## src/rtl/axi4_burst_master_pkg.sv

```systemverilog
// Shared types and response helpers for the AXI4 burst initiator.
// FSM state encoding, AXI response codes and the response-merge function.
package axi4_master_pkg;

    typedef enum logic [2:0] {
        IDLE,
        AW,
        WD,
        WB,
        AR,
        RD,
        DONE
    } state_e;

    localparam logic [1:0] OKAY   = 2'b00;
    localparam logic [1:0] EXOKAY = 2'b01;
    localparam logic [1:0] SLVERR = 2'b10;
    localparam logic [1:0] DECERR = 2'b11;

    // Response severity follows the encoding, so the worst is the larger code.
    function automatic logic [1:0] resp_worst(input logic [1:0] a, input logic [1:0] b);
        return (a > b) ? a : b;
    endfunction

endpackage

```

## src/rtl/axi4_burst_master_if.sv

```systemverilog
// Five-channel AXI4 subset between the burst initiator (master) and a memory slave.
interface axi4_burst_master_if #(
    parameter int DATA_WIDTH = 32,
    parameter int ADDR_WIDTH = 16
);
    logic [ADDR_WIDTH-1:0] AWADDR;
    logic [7:0]            AWLEN;
    logic [2:0]            AWSIZE;
    logic                  AWVALID;
    logic                  AWREADY;

    logic [DATA_WIDTH-1:0] WDATA;
    logic                  WLAST;
    logic                  WVALID;
    logic                  WREADY;

    logic [1:0]            BRESP;
    logic                  BVALID;
    logic                  BREADY;

    logic [ADDR_WIDTH-1:0] ARADDR;
    logic [7:0]            ARLEN;
    logic [2:0]            ARSIZE;
    logic                  ARVALID;
    logic                  ARREADY;

    logic [DATA_WIDTH-1:0] RDATA;
    logic [1:0]            RRESP;
    logic                  RLAST;
    logic                  RVALID;
    logic                  RREADY;

    modport master (
        output AWADDR, AWLEN, AWSIZE, AWVALID, input AWREADY,
        output WDATA, WLAST, WVALID, input WREADY,
        input  BRESP, BVALID, output BREADY,
        output ARADDR, ARLEN, ARSIZE, ARVALID, input ARREADY,
        input  RDATA, RRESP, RLAST, RVALID, output RREADY
    );

    modport slave (
        input  AWADDR, AWLEN, AWSIZE, AWVALID, output AWREADY,
        input  WDATA, WLAST, WVALID, output WREADY,
        output BRESP, BVALID, input BREADY,
        input  ARADDR, ARLEN, ARSIZE, ARVALID, output ARREADY,
        output RDATA, RRESP, RLAST, RVALID, input RREADY
    );

endinterface

```

## src/rtl/axi4_burst_master.sv

```systemverilog
// Single-outstanding AXI4 burst initiator: one command in, one AW/AR plus data
// beats on the bus, one completion report out.
module axi4_burst_master
    import axi4_master_pkg::*;
#(
    parameter int DATA_WIDTH = 32,
    parameter int ADDR_WIDTH = 16
) (
    input  logic                  ACLK,
    input  logic                  ARESETn,

    input  logic                  cmd_valid,
    output logic                  cmd_ready,
    input  logic                  cmd_write,
    input  logic [ADDR_WIDTH-1:0] cmd_addr,
    input  logic [7:0]            cmd_len,
    input  logic [2:0]            cmd_size,

    input  logic [DATA_WIDTH-1:0] wr_data,
    input  logic                  wr_valid,
    output logic                  wr_ready,

    output logic [DATA_WIDTH-1:0] rd_data,
    output logic                  rd_valid,
    input  logic                  rd_ready,
    output logic                  rd_last,

    output logic                  done_valid,
    output logic [1:0]            done_resp,
    output logic                  done_err,

    axi4_burst_master_if.master   axi
);

    state_e                state_q, state_d;
    logic [ADDR_WIDTH-1:0] addr_q, addr_d;
    logic [7:0]            len_q, len_d;
    logic [2:0]            size_q, size_d;
    logic [7:0]            cnt_q, cnt_d;
    logic [1:0]            worst_q, worst_d;
    logic                  err_q, err_d;
    logic                  live_q, live_d;

    logic [7:0] cnt_inc;
    logic       cnt_at_len;

    assign cnt_inc    = (cnt_q == 8'hFF) ? cnt_q : cnt_q + 8'd1;
    assign cnt_at_len = (cnt_q == len_q);

    always_ff @(posedge ACLK or negedge ARESETn) begin
        if (!ARESETn) begin
            state_q <= IDLE;
            addr_q  <= '0;
            len_q   <= '0;
            size_q  <= '0;
            cnt_q   <= '0;
            worst_q <= OKAY;
            err_q   <= 1'b0;
            live_q  <= 1'b0;
        end else begin
            state_q <= state_d;
            addr_q  <= addr_d;
            len_q   <= len_d;
            size_q  <= size_d;
            cnt_q   <= cnt_d;
            worst_q <= worst_d;
            err_q   <= err_d;
            live_q  <= live_d;
        end
    end

    always_comb begin
        state_d = state_q;
        addr_d  = addr_q;
        len_d   = len_q;
        size_d  = size_q;
        cnt_d   = cnt_q;
        worst_d = worst_q;
        err_d   = err_q;
        // Keeps cmd_ready low during reset and for the first cycle after release.
        live_d  = 1'b1;

        cmd_ready   = 1'b0;
        wr_ready    = 1'b0;
        rd_data     = '0;
        rd_valid    = 1'b0;
        rd_last     = 1'b0;
        done_valid  = 1'b0;
        done_resp   = OKAY;
        done_err    = 1'b0;

        axi.AWADDR  = addr_q;
        axi.AWLEN   = len_q;
        axi.AWSIZE  = size_q;
        axi.AWVALID = 1'b0;
        axi.WDATA   = '0;
        axi.WLAST   = 1'b0;
        axi.WVALID  = 1'b0;
        axi.BREADY  = 1'b0;
        axi.ARADDR  = addr_q;
        axi.ARLEN   = len_q;
        axi.ARSIZE  = size_q;
        axi.ARVALID = 1'b0;
        axi.RREADY  = 1'b0;

        case (state_q)
            IDLE: begin
                cmd_ready = live_q;
                if (cmd_valid && live_q) begin
                    addr_d  = cmd_addr;
                    len_d   = cmd_len;
                    size_d  = cmd_size;
                    cnt_d   = '0;
                    worst_d = OKAY;
                    err_d   = 1'b0;
                    state_d = cmd_write ? AW : AR;
                end
            end
            AW: begin
                axi.AWVALID = 1'b1;
                if (axi.AWREADY) state_d = WD;
            end
            WD: begin
                axi.WDATA  = wr_data;
                axi.WVALID = wr_valid;
                axi.WLAST  = cnt_at_len;
                wr_ready   = axi.WREADY;
                if (wr_valid && axi.WREADY) begin
                    cnt_d = cnt_inc;
                    if (cnt_at_len) state_d = WB;
                end
            end
            WB: begin
                axi.BREADY = 1'b1;
                if (axi.BVALID) begin
                    worst_d = axi.BRESP;
                    state_d = DONE;
                end
            end
            AR: begin
                axi.ARVALID = 1'b1;
                if (axi.ARREADY) state_d = RD;
            end
            RD: begin
                rd_data    = axi.RDATA;
                rd_valid   = axi.RVALID;
                rd_last    = axi.RLAST;
                axi.RREADY = rd_ready;
                if (axi.RVALID && rd_ready) begin
                    worst_d = resp_worst(worst_q, axi.RRESP);
                    cnt_d   = cnt_inc;
                    // RLAST early/late both flag err; a missing RLAST keeps us reading.
                    if (axi.RLAST) begin
                        if (!cnt_at_len) err_d = 1'b1;
                        state_d = DONE;
                    end else if (cnt_at_len) begin
                        err_d = 1'b1;
                    end
                end
            end
            DONE: begin
                done_valid = 1'b1;
                done_resp  = worst_q;
                done_err   = err_q;
                state_d    = IDLE;
            end
            default: state_d = IDLE;
        endcase
    end

endmodule

```

## src/flat_wrapper.sv

```systemverilog
// flat-port wrapper written by rule: the top's interface ports become plain ports
module axi4_burst_master_flat import axi4_master_pkg::*;
#(
    parameter int DATA_WIDTH = 32,
    parameter int ADDR_WIDTH = 16
)
  (ACLK, ARESETn, cmd_valid, cmd_ready, cmd_write, cmd_addr, cmd_len, cmd_size, wr_data, wr_valid, wr_ready, rd_data, rd_valid, rd_ready, rd_last, done_valid, done_resp, done_err, axi_AWADDR, axi_AWLEN, axi_AWSIZE, axi_AWVALID, axi_AWREADY, axi_WDATA, axi_WLAST, axi_WVALID, axi_WREADY, axi_BRESP, axi_BVALID, axi_BREADY, axi_ARADDR, axi_ARLEN, axi_ARSIZE, axi_ARVALID, axi_ARREADY, axi_RDATA, axi_RRESP, axi_RLAST, axi_RVALID, axi_RREADY);
  axi4_burst_master_if #(.DATA_WIDTH(DATA_WIDTH), .ADDR_WIDTH(ADDR_WIDTH)) axi_i ();
  input  logic ACLK;
  input  logic ARESETn;
  input  logic cmd_valid;
  output logic cmd_ready;
  input  logic cmd_write;
  input  logic [ADDR_WIDTH-1:0] cmd_addr;
  input  logic [7:0] cmd_len;
  input  logic [2:0] cmd_size;
  input  logic [DATA_WIDTH-1:0] wr_data;
  input  logic wr_valid;
  output logic wr_ready;
  output logic [DATA_WIDTH-1:0] rd_data;
  output logic rd_valid;
  input  logic rd_ready;
  output logic rd_last;
  output logic done_valid;
  output logic [1:0] done_resp;
  output logic done_err;
  output wire logic [$bits(axi_i.AWADDR)-1:0] axi_AWADDR;
  output wire logic [$bits(axi_i.AWLEN)-1:0] axi_AWLEN;
  output wire logic [$bits(axi_i.AWSIZE)-1:0] axi_AWSIZE;
  output wire logic [$bits(axi_i.AWVALID)-1:0] axi_AWVALID;
  input wire logic [$bits(axi_i.AWREADY)-1:0] axi_AWREADY;
  output wire logic [$bits(axi_i.WDATA)-1:0] axi_WDATA;
  output wire logic [$bits(axi_i.WLAST)-1:0] axi_WLAST;
  output wire logic [$bits(axi_i.WVALID)-1:0] axi_WVALID;
  input wire logic [$bits(axi_i.WREADY)-1:0] axi_WREADY;
  input wire logic [$bits(axi_i.BRESP)-1:0] axi_BRESP;
  input wire logic [$bits(axi_i.BVALID)-1:0] axi_BVALID;
  output wire logic [$bits(axi_i.BREADY)-1:0] axi_BREADY;
  output wire logic [$bits(axi_i.ARADDR)-1:0] axi_ARADDR;
  output wire logic [$bits(axi_i.ARLEN)-1:0] axi_ARLEN;
  output wire logic [$bits(axi_i.ARSIZE)-1:0] axi_ARSIZE;
  output wire logic [$bits(axi_i.ARVALID)-1:0] axi_ARVALID;
  input wire logic [$bits(axi_i.ARREADY)-1:0] axi_ARREADY;
  input wire logic [$bits(axi_i.RDATA)-1:0] axi_RDATA;
  input wire logic [$bits(axi_i.RRESP)-1:0] axi_RRESP;
  input wire logic [$bits(axi_i.RLAST)-1:0] axi_RLAST;
  input wire logic [$bits(axi_i.RVALID)-1:0] axi_RVALID;
  output wire logic [$bits(axi_i.RREADY)-1:0] axi_RREADY;
  assign axi_AWADDR = axi_i.AWADDR;
  assign axi_AWLEN = axi_i.AWLEN;
  assign axi_AWSIZE = axi_i.AWSIZE;
  assign axi_AWVALID = axi_i.AWVALID;
  assign axi_i.AWREADY = axi_AWREADY;
  assign axi_WDATA = axi_i.WDATA;
  assign axi_WLAST = axi_i.WLAST;
  assign axi_WVALID = axi_i.WVALID;
  assign axi_i.WREADY = axi_WREADY;
  assign axi_i.BRESP = axi_BRESP;
  assign axi_i.BVALID = axi_BVALID;
  assign axi_BREADY = axi_i.BREADY;
  assign axi_ARADDR = axi_i.ARADDR;
  assign axi_ARLEN = axi_i.ARLEN;
  assign axi_ARSIZE = axi_i.ARSIZE;
  assign axi_ARVALID = axi_i.ARVALID;
  assign axi_i.ARREADY = axi_ARREADY;
  assign axi_i.RDATA = axi_RDATA;
  assign axi_i.RRESP = axi_RRESP;
  assign axi_i.RLAST = axi_RLAST;
  assign axi_i.RVALID = axi_RVALID;
  assign axi_RREADY = axi_i.RREADY;
  axi4_burst_master #(.DATA_WIDTH(DATA_WIDTH), .ADDR_WIDTH(ADDR_WIDTH)) u_core (.ACLK(ACLK), .ARESETn(ARESETn), .cmd_valid(cmd_valid), .cmd_ready(cmd_ready), .cmd_write(cmd_write), .cmd_addr(cmd_addr), .cmd_len(cmd_len), .cmd_size(cmd_size), .wr_data(wr_data), .wr_valid(wr_valid), .wr_ready(wr_ready), .rd_data(rd_data), .rd_valid(rd_valid), .rd_ready(rd_ready), .rd_last(rd_last), .done_valid(done_valid), .done_resp(done_resp), .done_err(done_err), .axi(axi_i));
endmodule
```

## config.mk

```make
export PLATFORM = sky130hd
export DESIGN_NAME = axi4_burst_master_flat
export DESIGN_NICKNAME = d
export VERILOG_FILES = /design/src/rtl/axi4_burst_master_pkg.sv /design/src/rtl/axi4_burst_master_if.sv /design/src/rtl/axi4_burst_master.sv /design/src/flat_wrapper.sv
export SDC_FILE = /design/constraint.sdc
export NUM_CORES = 1
export LEC_CHECK = 0
export BUFFER_PORTS_ARGS = -buffer_cell sky130_fd_sc_hd__buf_2
export CORE_AREA = 3 3 91 93
export CTS_CLUSTER_DIAMETER = 100
export DETAILED_ROUTE_END_ITERATION = 12
export DIE_AREA = 0 0 94 96
export PLACE_DENSITY = 0.78
export SLEW_MARGIN = 10
export SYNTH_ARGS = -nofsm -noshare
export SYNTH_HDL_FRONTEND = slang
export SYNTH_SLANG_ARGS = --single-unit
```

## constraint.sdc

```tcl
create_clock -name ACLK -period 2.78 [get_ports ACLK]
set_clock_uncertainty 0.15 [all_clocks]
set_input_delay 0.556 -clock ACLK [delete_from_list [all_inputs] [get_ports ACLK]]
set_output_delay 0.556 -clock ACLK [all_outputs]
set_load 0.01 [all_outputs]
```

==> summary by stage, run 1 <==
Status
The run finished with clean final reports.

Critical path
The register-to-register setup slack is roughly 0.43 ns. The critical path class is reg -> out. The maximum fanout along the worst path is 37.

The startpoint identified for the worst register-to-register timing path is u_core.state_q[1]$_DFFE_PN0P_. The worst setup path is launched from a flop. The endpoint of the lowest-slack register-to-register path is u_core.cnt_q[2]$_DFFE_PN0P_.

The critical path required time is between 2 and 2.5 ns. The last element of the critical path is rd_data[1]. The data arrival at the endpoint of the critical path is between 1.5 and 2 ns. The endpoint class of the critical path is a primary output. The critical path launch point is u_core.state_q[1]$_DFFE_PN0P_. The number of cells on the worst reg-to-reg path is 6.

Cells and area
The flip-flop and latch area is approximately 1100 µm². The area overhead of the layout relative to synthesis is 40.7%. The fraction of layout cells with a size suffix above 1 is 57.1%. The final net count is 610. The multi-input combinational cells in the finished layout cover a total of about 1500 µm². The number of antenna diodes in the final layout is 0. Fill cells in the final layout number 735.

Drt
The via count is 2800. The mean number of vias per cell is 4.64. After the first detailed-routing iteration, the DRC count stood at 62. After detailed routing, the average wire length per cell comes to 14.3 µm.

The count of nets left with antenna violations once routing finished came out at 0. The final routed DRC violation total is 0. The first TritonRoute pass finished after 4 iterations.

After detailed routing, the total wire length is 8620 µm.

Power
For this design the static power due to leakage is 2.30 nW. The peak supply drop is roughly 0.0004 V. For this design the ratio of total power to cell area is 884 nW/µm².

STA
Setup repair after global routing left no endpoint under its margin. Measured against its own limit, the worst slew margin works out to between 30% and 40%. The highest clock rate is a little under 400 MHz.

The number of max-slew violations in the final report is 0. The final setup violation count is 0. The worst hold margin is 0.249 ns. Setup total negative slack on the finished layout was measured at 0 ns. Counting I/O delays and the setup requirement, the final critical path takes approximately 2.6 ns. The number of failing hold endpoints at the final stage is 0.

The actual slew at the worst max-slew pin is 0.932 ns. Of the available clock period, the critical path in the final layout requires 92.1%.

Placement
The post-DP HPWL is 6980 µm. The congestion estimate from routability-driven global placement came to around 0.86. The count of input and output buffers is around 240.

Logic synthesis
The netlist area before placement is 2830 µm². Of the post-synthesis cell area, the dominant cell type holds 37.1%. The number of register bits inferred by synthesis is 42. After synthesis, the cell types taking the most area are sky130_fd_sc_hd__dfrtp_1, sky130_fd_sc_hd__and2_1, sky130_fd_sc_hd__mux2_2. Among all flip-flop cells after synthesis, the most frequent one is sky130_fd_sc_hd__dfrtp_1. Counting every net in the synthesized netlist gives 405. The average instance area after synthesis is 9.61 µm². Yosys printed 0 warnings. Of all cell types, the one taking the most synthesized area is sky130_fd_sc_hd__dfrtp_1. The synthesized netlist cell count is 295.

The share of synthesized area occupied by flip-flops and latches is roughly 37%. The number of library cell types mapped by synthesis is 46. The number of synthesized flops with an enable pin is 0. The async set-or-reset flop fraction in the synthesized netlist is 100%.

Clock network
The CTS buffer count is 5. TritonCTS built the clock tree. The insertion delay to the later sink of the worst-skew pair is 0.29 ns. The longest clock path from root to sink contains 2 buffers. Once the clock tree was built, the resizer swapped 0 gates to a different size. For this design, the CTS-stage hold fixing added 0 buffers. The number of H-tree branching levels is 2. The root cell of the clock tree is sky130_fd_sc_hd__clkbuf_8. The TritonCTS sink count is 42.

After clock tree synthesis, the clock-pin slew on the worst setup and hold paths is 0.08 ns. The number of setup buffers added after CTS is 0.

GRT
The initial antenna violation count is 0. The global router's overall resource usage is 17.6%. The pin count of the biggest net entering global routing is between 40 and 50. The via count of the first global-routing pass is 2544. The global-route wire length before repair is around 13000 µm. The total congestion overflow after global routing is 0.

Die
The floorplan die area is between 9000 and 10000 µm². The floorplan step defined a core boundary enclosing around 7600 µm². The x dimension of the die is 94 µm. Once the floorplan was initialized, standard cells occupied 37.3% of the core.

During I/O placement, the number of pins put on the boundary was 239. The site row count is 32. In this run the vertical extent of the chip is 96 µm.

Worst hold path
The worst hold path belongs to the class in -> async.

Run
The number of max-cap violations is 0.
-- cells in the mapped netlist (all sizes together) (4+ instances only) --
master and count:
nor3b 4, nand2 16, nand2b 6, clkbuf 9
nand3 5, and3 5, mux2 28, buf 33
o21ai 13, nor2 10, xor2 10, dfrtp 42
and2 73, o31ai 4
-- power breakdown --
| group | total, W | internal (W) | switching, W |
|---|---|---|---|
| clock network | 0.000410 | 0.000200 | 0.000210 |
| logic | 0.00198 | 0.000960 | 0.00102 |
| registers | 0.00114 | 0.000861 | 0.000274 |
| total | 0.00353 | 0.00202 | 0.00151 |
-- final cells by class --
type,count,share of cell area [%]
clock inverter,2,0.314
clock buffer,6,2.07
sequential,42,26.4
timing repair buffer,240,30.2
inverter,2,0.188
tap,102,3.20
multi-input combinational,209,37.6
-- state kept, by name, summed over array words and instances (netlist names) --
register and cells:
u_core.worst_q 2, u_core.cnt_q 8, u_core.axi.ARLEN 8, u_core.live_q 1
u_core.axi.ARADDR 16, u_core.state_q 3, u_core.err_q 1, u_core.axi.ARSIZE 3
-- placed cells by master (no fill, tap or decap), drive strengths merged, types with 2 or more instances in the layout --
master,n
buf,240
and2,73
dfrtp,42
mux2,28
nand2,16
o21ai,13
xor2,10
nor2,10
clkbuf,6
nand2b,6
and3,5
nand3,5
nor3b,4
o31ai,4
nor2b,3
nor3,3
ha,3
and3b,2
inv,2
nor4,2
a211o,2
nand3b,2
a21oi,2
a22oi,2
-- kinds of logic (layout without fill, tap and decap cells) --
group	count (synthesis)	in the layout	share of synthesized area (%)
AO/OA/AOI/OAI	33	33	8.83
XOR/XNOR	10	10	3.09
adder cells (fa/ha/maj)	3	3	1.32
buffers and inverters	44	250	10.1
flip-flops	42	42	37.1
multiplexers	29	29	11.5
other	1	1	0.132
AND/OR/NAND/NOR	133	133	28.0
-- layer usage --
metal,share of wire (%),global-route usage [%],up-vias
met5,0,0,-
met2,52,31.0,113
met3,6.8,3.21,8
met1,40,22.9,1311
met4,0.86,3.25,0
li1,-,-,1368
-- through the flow --
stage	total power (W)	setup WS (ns)	util, %	cell area, µm²	std cells
2_1_floorplan	0.00260	0.737	-	2830	295
3_5_place_dp	0.00314	0.405	51.1	3890	595
6_report	0.00353	0.220	52.4	3990	603
4_1_cts	0.00356	0.0732	52.4	3990	603
3_3_place_gp	0.00308	0.479	51.1	3890	595
5_1_grt	0.00383	0.0613	52.4	3990	603
-- worst max-delay path, cell delays in order (launching register included) --
cell	delay, ns
sky130_fd_sc_hd__dfrtp_1	0.53
sky130_fd_sc_hd__and3b_1	0.37
sky130_fd_sc_hd__buf_4	0.32
sky130_fd_sc_hd__and2_1	0.18
sky130_fd_sc_hd__buf_2	0.14
-- worst min path at each step --
stage | start | end | slack [ns]
2_1_floorplan | ARESETn | u_core.axi.ARADDR[0]$_DFFE_PN0P_ | 0.11
3_3_place_gp | u_core.axi.ARSIZE[1]$_DFFE_PN0P_ | u_core.axi.ARSIZE[1]$_DFFE_PN0P_ | 0.35
3_5_place_dp | u_core.axi.ARSIZE[0]$_DFFE_PN0P_ | u_core.axi.ARSIZE[0]$_DFFE_PN0P_ | 0.36
4_1_cts | ARESETn | u_core.cnt_q[6]$_DFFE_PN0P_ | 0.28
5_1_grt | cmd_addr[4] | u_core.axi.ARADDR[4]$_DFFE_PN0P_ | 0.32
6_report | ARESETn | u_core.axi.ARSIZE[2]$_DFFE_PN0P_ | 0.25
Power figures use the tool's default switching activity.
==> run 2: changes to the inputs <==
--- a/config.mk
+++ b/config.mk
@@ -6,12 +6,12 @@
 export NUM_CORES = 1
 export LEC_CHECK = 0
 export BUFFER_PORTS_ARGS = -buffer_cell sky130_fd_sc_hd__buf_2
-export CORE_AREA = 3 3 91 93
+export CORE_AREA = 3 3 92 94
 export CTS_CLUSTER_DIAMETER = 100
 export DETAILED_ROUTE_END_ITERATION = 12
-export DIE_AREA = 0 0 94 96
-export PLACE_DENSITY = 0.78
-export SLEW_MARGIN = 10
+export DIE_AREA = 0 0 95 97
+export PLACE_DENSITY = 0.76
+export SLEW_MARGIN = 5
 export SYNTH_ARGS = -nofsm -noshare
 export SYNTH_HDL_FRONTEND = slang
 export SYNTH_SLANG_ARGS = --single-unit
==> run 2 against run 1 <==
Net effect: sequential power shrank 4%; count of clock-buffer cells in the layout fell by 1; final cell count grew 0.33%; register-to-register slack better by 0.17 ns; cell area is 0.75% higher; non-clock buffer count up 2; sequential share of layout area fell by 0.26 points; hold slack improved by 0.0063 ns; via count decreased by 1.0%; flip-flop and latch count did not move; first-iteration DRC count is the same; critical endpoint is now rd_data[9]; largest power group unchanged; highest routed layer unchanged.
==> summary by stage, run 2 (same netlist as run 1, synthesis figures left out) <==
Placement
The count of input and output buffers is 238 (unchanged). The post-DP HPWL is 6900 µm (was 6980 µm). The global placer's final weighted congestion was 0.892 (was 0.857).

The post-detailed-placement cell area is 3910 µm² (was 3890 µm²).

Clock network
The root cell of the clock tree is sky130_fd_sc_hd__clkbuf_8 (unchanged). The post-cts sizing count came to 0 (unchanged). The TritonCTS sink count is 42 (unchanged). The CTS tree was built (unchanged). The number of setup buffers added after CTS came to 0 (unchanged). The number of H-tree branching levels is 2 (unchanged). The insertion delay to the later sink of the worst-skew pair is 0.29 ns (about the same). The maximum count of clock buffers along a single path is 2 (unchanged). The CTS buffer count is 5 (unchanged). The count of hold buffers inserted by post-cts repair is 0 (unchanged). The clock-pin slew of the registers on the worst-case setup and hold paths is 0.08 ns (about the same).

Cells and area
The antenna diode count was 0 (unchanged). The number of flip-flops in the largest register is 16 (unchanged). The combined area of the multi-input logic cells was 1500 µm² (unchanged).

The flip-flop and latch area is 1050 µm² (about the same). The post-route standard cell area excluding fillers is 4020 µm² (was 3990 µm²). The final net count is 612 (was 610). The total of fill cells in the finished design came to 734 (was 735).

Commonest cells after routing, fill and taps aside: sky130_fd_sc_hd__buf_2, sky130_fd_sc_hd__and2_1, sky130_fd_sc_hd__dfrtp_1 (unchanged). The fraction of layout cells with a size suffix above 1 came to 56.9% (was 57.1%). The area overhead of the layout relative to synthesis is 41.8% (was 40.7%). The most common cell after layout, fill and taps aside is sky130_fd_sc_hd__buf_2 (unchanged).

Die
The x dimension of the die was 95 µm (was 94 µm). The site row count was 32 (unchanged). The overall die height was 97 µm (was 96 µm). The top-level I/O count is 239 (unchanged).

The floorplan die area is 9220 µm² (was 9020 µm²). The initial standard-cell utilization of the core is 36.7% (was 37.3%). The area of the core region came to 7730 µm² (was 7610 µm²).

Critical path
The last element of the critical path is rd_data[9] (was rd_data[1]). The critical path class is reg -> out (unchanged). The element type at the critical path start is a flop (unchanged). The maximum fanout along the worst path is 35 (was 37). The critical path launch point is u_core.state_q[1]$_DFFE_PN0P_ (unchanged). The reg-to-reg critical path startpoint is u_core.state_q[1]$_DFFE_PN0P_ (unchanged). The count of cells along the worst register-to-register path is 5 (was 6). The endpoint class of the critical path is a primary output (unchanged). The critical path required time came to 2.07 ns (about the same). The data arrival at the endpoint of the critical path is 1.85 ns (about the same). The endpoint of the lowest-slack register-to-register path is u_core.worst_q[1]$_DFFE_PN0P_ (was u_core.cnt_q[2]$_DFFE_PN0P_). The register-to-register setup slack is 0.60 ns (was 0.43 ns).

Drt
The initial detailed-routing violation count is 62 (unchanged). The via count came to 2771 (was 2800). The number of detailed-routing iterations run before antenna repair is 4 (unchanged). The mean number of vias per cell is 4.58 (was 4.64). The routed length per placed instance is 14.0 µm (was 14.3 µm). The routed wire length is 8450 µm (was 8620 µm).

The final routed DRC violation total is 0 (unchanged). The post-detailed-route count of antenna-violating nets is 0 (unchanged).

GRT
The pin count of the biggest net entering global routing was 43 (unchanged). The total congestion overflow after global routing is 0 (unchanged). The initial antenna violation count is 0 (unchanged). The global-route wire length before repair is 13000 µm (was 12800 µm).

The global router's overall resource usage was 17.5% (was 17.6%). The via count of the first global-routing pass came to 2696 (was 2544).

STA
The number of max-slew violations in the final report is 0 (unchanged). The worst slew slack as a fraction of its limit is 36.7% (was 37.9%). The clock period minus worst slack is 2.55 ns (was 2.56 ns).

The number of failing hold endpoints at the final stage is 0 (unchanged). Setup repair after global routing missed its margin: false (unchanged). The worst hold margin came to 0.256 ns (was 0.249 ns). The actual slew at the worst max-slew pin is 0.950 ns (was 0.932 ns).

The share of the clock period used by the worst path after layout is 91.8% (was 92.1%). The final setup violation count is 0 (unchanged). The highest clock rate is 392 MHz (was 391 MHz). The setup TNS was 0 ns (unchanged).

Power
The leakage power is 2.32 nW (was 2.30 nW). The peak supply drop is 0.000379 V (was 0.000409 V). The power density of the placed cells is 901 nW/µm² (was 884 nW/µm²).

Run
The number of max-cap violations is 0 (unchanged).

Worst hold path
The classification of the worst-slack hold path is in -> async (unchanged).

Status
Outcome: finished clean (unchanged).
run 2: cell count changes in the layout (fill, tap and decap cells not counted), sizes merged:
| cell | delta |
|---|---|
| inv | +1 |
| clkbuf | -1 |
| buf | +2 |
| clkinvlp | -1 |
| bufinv | +1 |
run 2: routing by layer:
metal | GRT usage [%] | wire (µm) | vias to the layer above
met1 | 20.2 | 3300 | 1281
met4 | 4.44 | 130 | 0
li1 | - | - | 1372
met5 | 0 | 0 | -
met3 | 3.27 | 549 | 12
met2 | 32.5 | 4460 | 106
run 2: layout make-up:
class | count | share of cell area, %
clock buffer | 5 | 1.71
clock inverter | 3 | 1.09
inverter | 2 | 0.187
multi-input combinational | 209 | 37.3
sequential | 42 | 26.2
tap | 102 | 3.18
timing repair buffer | 242 | 30.4
run 2: how the worst min path moves through the flow:
stage                                     startpoint                                to  slack, ns  cells past startpoint
finish                                       ARESETn     u_core.worst_q[1]$_DFFE_PN0P_       0.26                      1
global route                                 ARESETn       u_core.cnt_q[6]$_DFFE_PN0P_       0.32                      1
CTS                                          ARESETn  u_core.axi.ARADDR[7]$_DFFE_PN0P_       0.29                      1
detailed placement  u_core.axi.ARADDR[6]$_DFFE_PN0P_  u_core.axi.ARADDR[6]$_DFFE_PN0P_       0.36                      1
global placement    u_core.axi.ARSIZE[1]$_DFFE_PN0P_  u_core.axi.ARSIZE[1]$_DFFE_PN0P_       0.35                      1
floorplan                                    ARESETn  u_core.axi.ARADDR[0]$_DFFE_PN0P_       0.11                      0
run 2: stage by stage:
| step | worst slack, ns | total power (W) | utilization, % | std cells |
|---|---|---|---|---|
| 2_1_floorplan | 0.737 | 0.00260 | - | 295 |
| 3_3_place_gp | 0.626 | 0.00310 | 50.5 | 597 |
| 3_5_place_dp | 0.566 | 0.00316 | 50.5 | 597 |
| 4_1_cts | 0.233 | 0.00366 | 52.0 | 605 |
| 5_1_grt | 0.0851 | 0.00390 | 52.0 | 605 |
| 6_report | 0.229 | 0.00362 | 52.0 | 605 |
run 2: critical path: stages (launching register included):
cell and delay, ns:
sky130_fd_sc_hd__dfrtp_1 0.53, sky130_fd_sc_hd__and3b_1 0.41, sky130_fd_sc_hd__buf_4 0.30, sky130_fd_sc_hd__and2_1 0.17
sky130_fd_sc_hd__buf_2 0.13
run 2: report_power, final:
group          total (W)  switching (W)  internal, W
clock           0.000494       0.000225     0.000269
combinational    0.00202        0.00105     0.000977
sequential       0.00110       0.000241     0.000859
==> run 3: changes to the inputs <==
--- a/config.mk
+++ b/config.mk
@@ -5,12 +5,13 @@
 export SDC_FILE = /design/constraint.sdc
 export NUM_CORES = 1
 export LEC_CHECK = 0
+export ABC_AREA = 1
 export BUFFER_PORTS_ARGS = -buffer_cell sky130_fd_sc_hd__buf_2
-export CORE_AREA = 3 3 92 94
+export CORE_AREA = 3 3 93 95
 export CTS_CLUSTER_DIAMETER = 100
 export DETAILED_ROUTE_END_ITERATION = 12
-export DIE_AREA = 0 0 95 97
-export PLACE_DENSITY = 0.76
+export DIE_AREA = 0 0 96 98
+export PLACE_DENSITY = 0.77
 export SLEW_MARGIN = 5
 export SYNTH_ARGS = -nofsm -noshare
 export SYNTH_HDL_FRONTEND = slang
==> run 3 against run 2 <==
Net effect: non-clock buffer count fell by 3; critical endpoint is now rd_data[7]; largest cell class unchanged; cell area rose by 3.0%; total power grew 1.9%; sequential share of layout area shrank 0.75 points; final cell count up 20%; critical path type unchanged; count of clock-buffer cells in the layout grew 2; global-route usage grew 1.2 points; setup slack improved by 0.10 ns.
==> summary by stage, run 3 <==
Status
Outcome: finished clean (unchanged).

Clock network
The clock-pin slew of the registers on the worst-case setup and hold paths is 0.08 ns (about the same). The root cell of the clock tree is sky130_fd_sc_hd__clkbuf_8 (unchanged). The CTS tree is built (unchanged). The insertion delay to the later sink of the worst-skew pair came to 0.29 ns (about the same).

The CTS buffer count is 5 (unchanged). The number of setup buffers added after CTS was 0 (unchanged). The maximum count of clock buffers along a single path came to 2 (unchanged).

The number of H-tree branching levels was 2 (unchanged). The TritonCTS sink count is 42 (unchanged). The post-cts sizing count is 0 (unchanged).

The count of hold buffers inserted by post-cts repair came to 0 (unchanged).

Power
The leakage power is 2.69 nW (was 2.32 nW). The peak supply drop came to 0.000522 V (was 0.000379 V). The power density of the placed cells is 891 nW/µm² (was 901 nW/µm²).

GRT
The initial antenna violation count is 0 (unchanged). The global-route wire length before repair came to 14100 µm (was 13000 µm). The total congestion overflow after global routing is 0 (unchanged). The via count of the first global-routing pass is 2927 (was 2696). The global router's overall resource usage was 18.7% (was 17.5%). The pin count of the biggest net entering global routing was 43 (unchanged).

Logic synthesis
The most frequently used cell type in the post-synthesis netlist is sky130_fd_sc_hd__inv_1 (was sky130_fd_sc_hd__and2_1). Ranking of synthesized cells by area: sky130_fd_sc_hd__dfrtp_1, sky130_fd_sc_hd__inv_1, sky130_fd_sc_hd__nor2_1 (was sky130_fd_sc_hd__dfrtp_1, sky130_fd_sc_hd__and2_1, sky130_fd_sc_hd__mux2_2). The number of register bits inferred by synthesis is 42 (unchanged). The share of synthesized area occupied by flip-flops and latches is 35.4% (was 37.1%). The number of synthesized flops with an enable pin came to 0 (unchanged). The xor and xnor area share after synthesis is 1.77% (was 3.09%).

The combinational family with the most area after synthesis is simple AND/OR/NAND/NOR gates (unchanged). The fraction of synthesized cell area taken by the top area cell type came to 35.4% (was 37.1%). The multiplexer fraction of the synthesized cell area is 9.11% (was 11.5%). The number of synthesis warnings is 0 (unchanged). The share of the synthesized area in compound gates (AO/OA/AOI/OAI) is 5.61% (was 8.83%).

The number of library cell types mapped by synthesis was 34 (was 46). The area share of and/or/nand/nor cells after synthesis is 25.3% (was 28.0%). The synthesized netlist cell count is 413 (was 295). The netlist area before placement is 2970 µm² (was 2830 µm²). The largest area contributor in the synthesized netlist is sky130_fd_sc_hd__dfrtp_1 (unchanged). Most frequent cells after synthesis: sky130_fd_sc_hd__inv_1, sky130_fd_sc_hd__nor2_1, sky130_fd_sc_hd__nand2_1 (was sky130_fd_sc_hd__and2_1, sky130_fd_sc_hd__dfrtp_1, sky130_fd_sc_hd__buf_4). The async set-or-reset flop fraction in the synthesized netlist is 100% (unchanged). The fraction of the mapped netlist area in adder cells is 1.26% (was 1.32%). The commonest register cell after synthesis is sky130_fd_sc_hd__dfrtp_1 (unchanged). The average instance area after synthesis is 7.19 µm² (was 9.61 µm²).

The synthesized netlist net count was 523 (was 405).

Die
The area of the core region was 7810 µm² (was 7730 µm²). The overall die height is 98 µm (was 97 µm). The top-level I/O count is 239 (unchanged). The x dimension of the die is 96 µm (was 95 µm).

The site row count came to 32 (unchanged). The initial standard-cell utilization of the core is 38.0% (was 36.7%). The floorplan die area is 9410 µm² (was 9220 µm²).

STA
The clock period minus worst slack is 2.45 ns (was 2.55 ns). The highest clock rate is 409 MHz (was 392 MHz). The worst slew slack as a fraction of its limit is 36.3% (was 36.7%). The final setup violation count is 0 (unchanged).

Setup repair after global routing missed its margin: false (unchanged). The actual slew at the worst max-slew pin came to 0.955 ns (was 0.950 ns). The share of the clock period used by the worst path after layout is 88.0% (was 91.8%). The worst hold margin is 0.265 ns (was 0.256 ns). The number of max-slew violations in the final report came to 0 (unchanged). The number of failing hold endpoints at the final stage is 0 (unchanged). The setup TNS is 0 ns (unchanged).

Cells and area
The most common cell after layout, fill and taps aside is sky130_fd_sc_hd__buf_2 (unchanged). The antenna diode count is 0 (unchanged). The post-route standard cell area excluding fillers is 4140 µm² (was 4020 µm²). The area overhead of the layout relative to synthesis came to 39.4% (was 41.8%). The total of fill cells in the finished design is 737 (was 734). The final net count is 730 (was 612). The fraction of layout cells with a size suffix above 1 is 46.9% (was 56.9%).

The number of flip-flops in the largest register is 16 (unchanged). The number of cells in the finished layout apart from fillers came to 723 (was 605). Commonest cells after routing, fill and taps aside: sky130_fd_sc_hd__buf_2, sky130_fd_sc_hd__inv_1, sky130_fd_sc_hd__nor2_1 (was sky130_fd_sc_hd__buf_2, sky130_fd_sc_hd__and2_1, sky130_fd_sc_hd__dfrtp_1).

Placement
The post-DP HPWL is 7700 µm (was 6900 µm). The number of placed instances, taps included was 715 (was 597). The global placer's final weighted congestion is 0.903 (was 0.892). The post-detailed-placement cell area came to 4030 µm² (was 3910 µm²). The count of input and output buffers is 238 (unchanged).

Run
The number of max-cap violations is 0 (unchanged).

Drt
The initial detailed-routing violation count is 192 (was 62). The post-detailed-route count of antenna-violating nets was 0 (unchanged). The final routed DRC violation total is 0 (unchanged). The number of detailed-routing iterations run before antenna repair is 4 (unchanged). The via count was 3198 (was 2771). The mean number of vias per cell is 4.42 (was 4.58). The routed wire length is 9470 µm (was 8450 µm). The routed length per placed instance is 13.1 µm (was 14.0 µm).

Critical path
The critical path required time came to 2.07 ns (about the same). The delay of the slowest cell on the worst path is 0.57 ns (was 0.53 ns). Worst-path cell chain: nand3_4 > nor2_1 > buf_2 (was and3b_1 > buf_4 > and2_1 > buf_2).

The maximum fanout along the worst path is 40 (was 35). The cell with the largest stage delay on the worst path was sky130_fd_sc_hd__dfrtp_1 (unchanged). The data arrival at the endpoint of the critical path is 1.74 ns (was 1.85 ns). The endpoint class of the critical path is a primary output (unchanged).

The critical path class was reg -> out (unchanged). The element type at the critical path start is a flop (unchanged).

Worst hold path
The classification of the worst-slack hold path is in -> async (unchanged).
## run 3: changes by cell type after synthesis, sizes merged, moves of 5 or more
cell	previous run	this run
xor2	10	1
xnor2	0	5
and3	5	0
clkbuf	9	3
nand2	16	60
inv	2	98
and2	73	0
nand3	5	17
nand2b	6	0
nor2	10	91
## run 3: logic make-up (layout without fill, tap and decap cells)
family	count (synthesis)	in the layout
AO/OA/AOI/OAI	24	24
AND/OR/NAND/NOR	176	176
multiplexers	24	24
buffers and inverters	137	345
flip-flops	42	42
XOR/XNOR	6	6
other	1	1
adder cells (fa/ha/maj)	3	3
## run 3: worst max-delay path: cells and delay by family, from the launching register on
family	cells	cell delay, ns
and+or+nand+nor	2	0.72
DFF	1	0.57
buffers and inverters	1	0.17
## run 3: cell type report
class / instances / area (µm²) / area share (%)
inverters: 98 / 373 / 9.01
multi-input cells: 234 / 1280 / 30.9
repair buffers: 239 / 1200 / 29.0
well taps: 102 / 128 / 3.09
clock inverters: 1 / 30.0 / 0.726
clock buffers: 7 / 76.3 / 1.85
flip-flops and latches: 42 / 1050 / 25.4
## run 3: final timing paths
kind	from	endpoint	slack, ns	cells past startpoint
min in group ACLK	u_core.err_q$_DFFE_PN0P_	u_core.err_q$_DFFE_PN0P_	0.34	2
worst min-delay path	ARESETn	u_core.axi.ARADDR[5]$_DFFE_PN0P_	0.26	1
worst max-delay path	u_core.state_q[0]$_DFFE_PN0P_	rd_data[7]	0.33	3
worst max register to register	u_core.state_q[0]$_DFFE_PN0P_	u_core.state_q[1]$_DFFE_PN0P_	0.60	8
worst min register to register	u_core.err_q$_DFFE_PN0P_	u_core.err_q$_DFFE_PN0P_	0.34	2
max in group asynchronous	ARESETn	u_core.axi.ARADDR[7]$_DFFE_PN0P_	1.63	1
## run 3: through the flow
step	util [%]	setup WS [ns]	power [W]
global placement	51.6	0.689	0.00318
CTS	53.0	0.314	0.00373
finish	53.0	0.333	0.00369
global route	53.0	0.204	0.00399
detailed placement	51.6	0.641	0.00323
floorplan	-	0.862	0.00265
## run 3: layer usage
layer | wire, µm | up-vias | track usage [%]
li1 | - | 1600 | -
met1 | 3620 | 1402 | 20.3
met2 | 4810 | 179 | 35.3
met3 | 838 | 17 | 3.62
met4 | 203 | 0 | 6.13
met5 | 0 | - | 0
## run 3: power breakdown
group	switching, W	total, W	internal, W	leakage (nW)
clock network	0.000206	0.000475	0.000269	0.0524
logic	0.00124	0.00210	0.000863	2.11
registers	0.000250	0.00111	0.000863	0.520
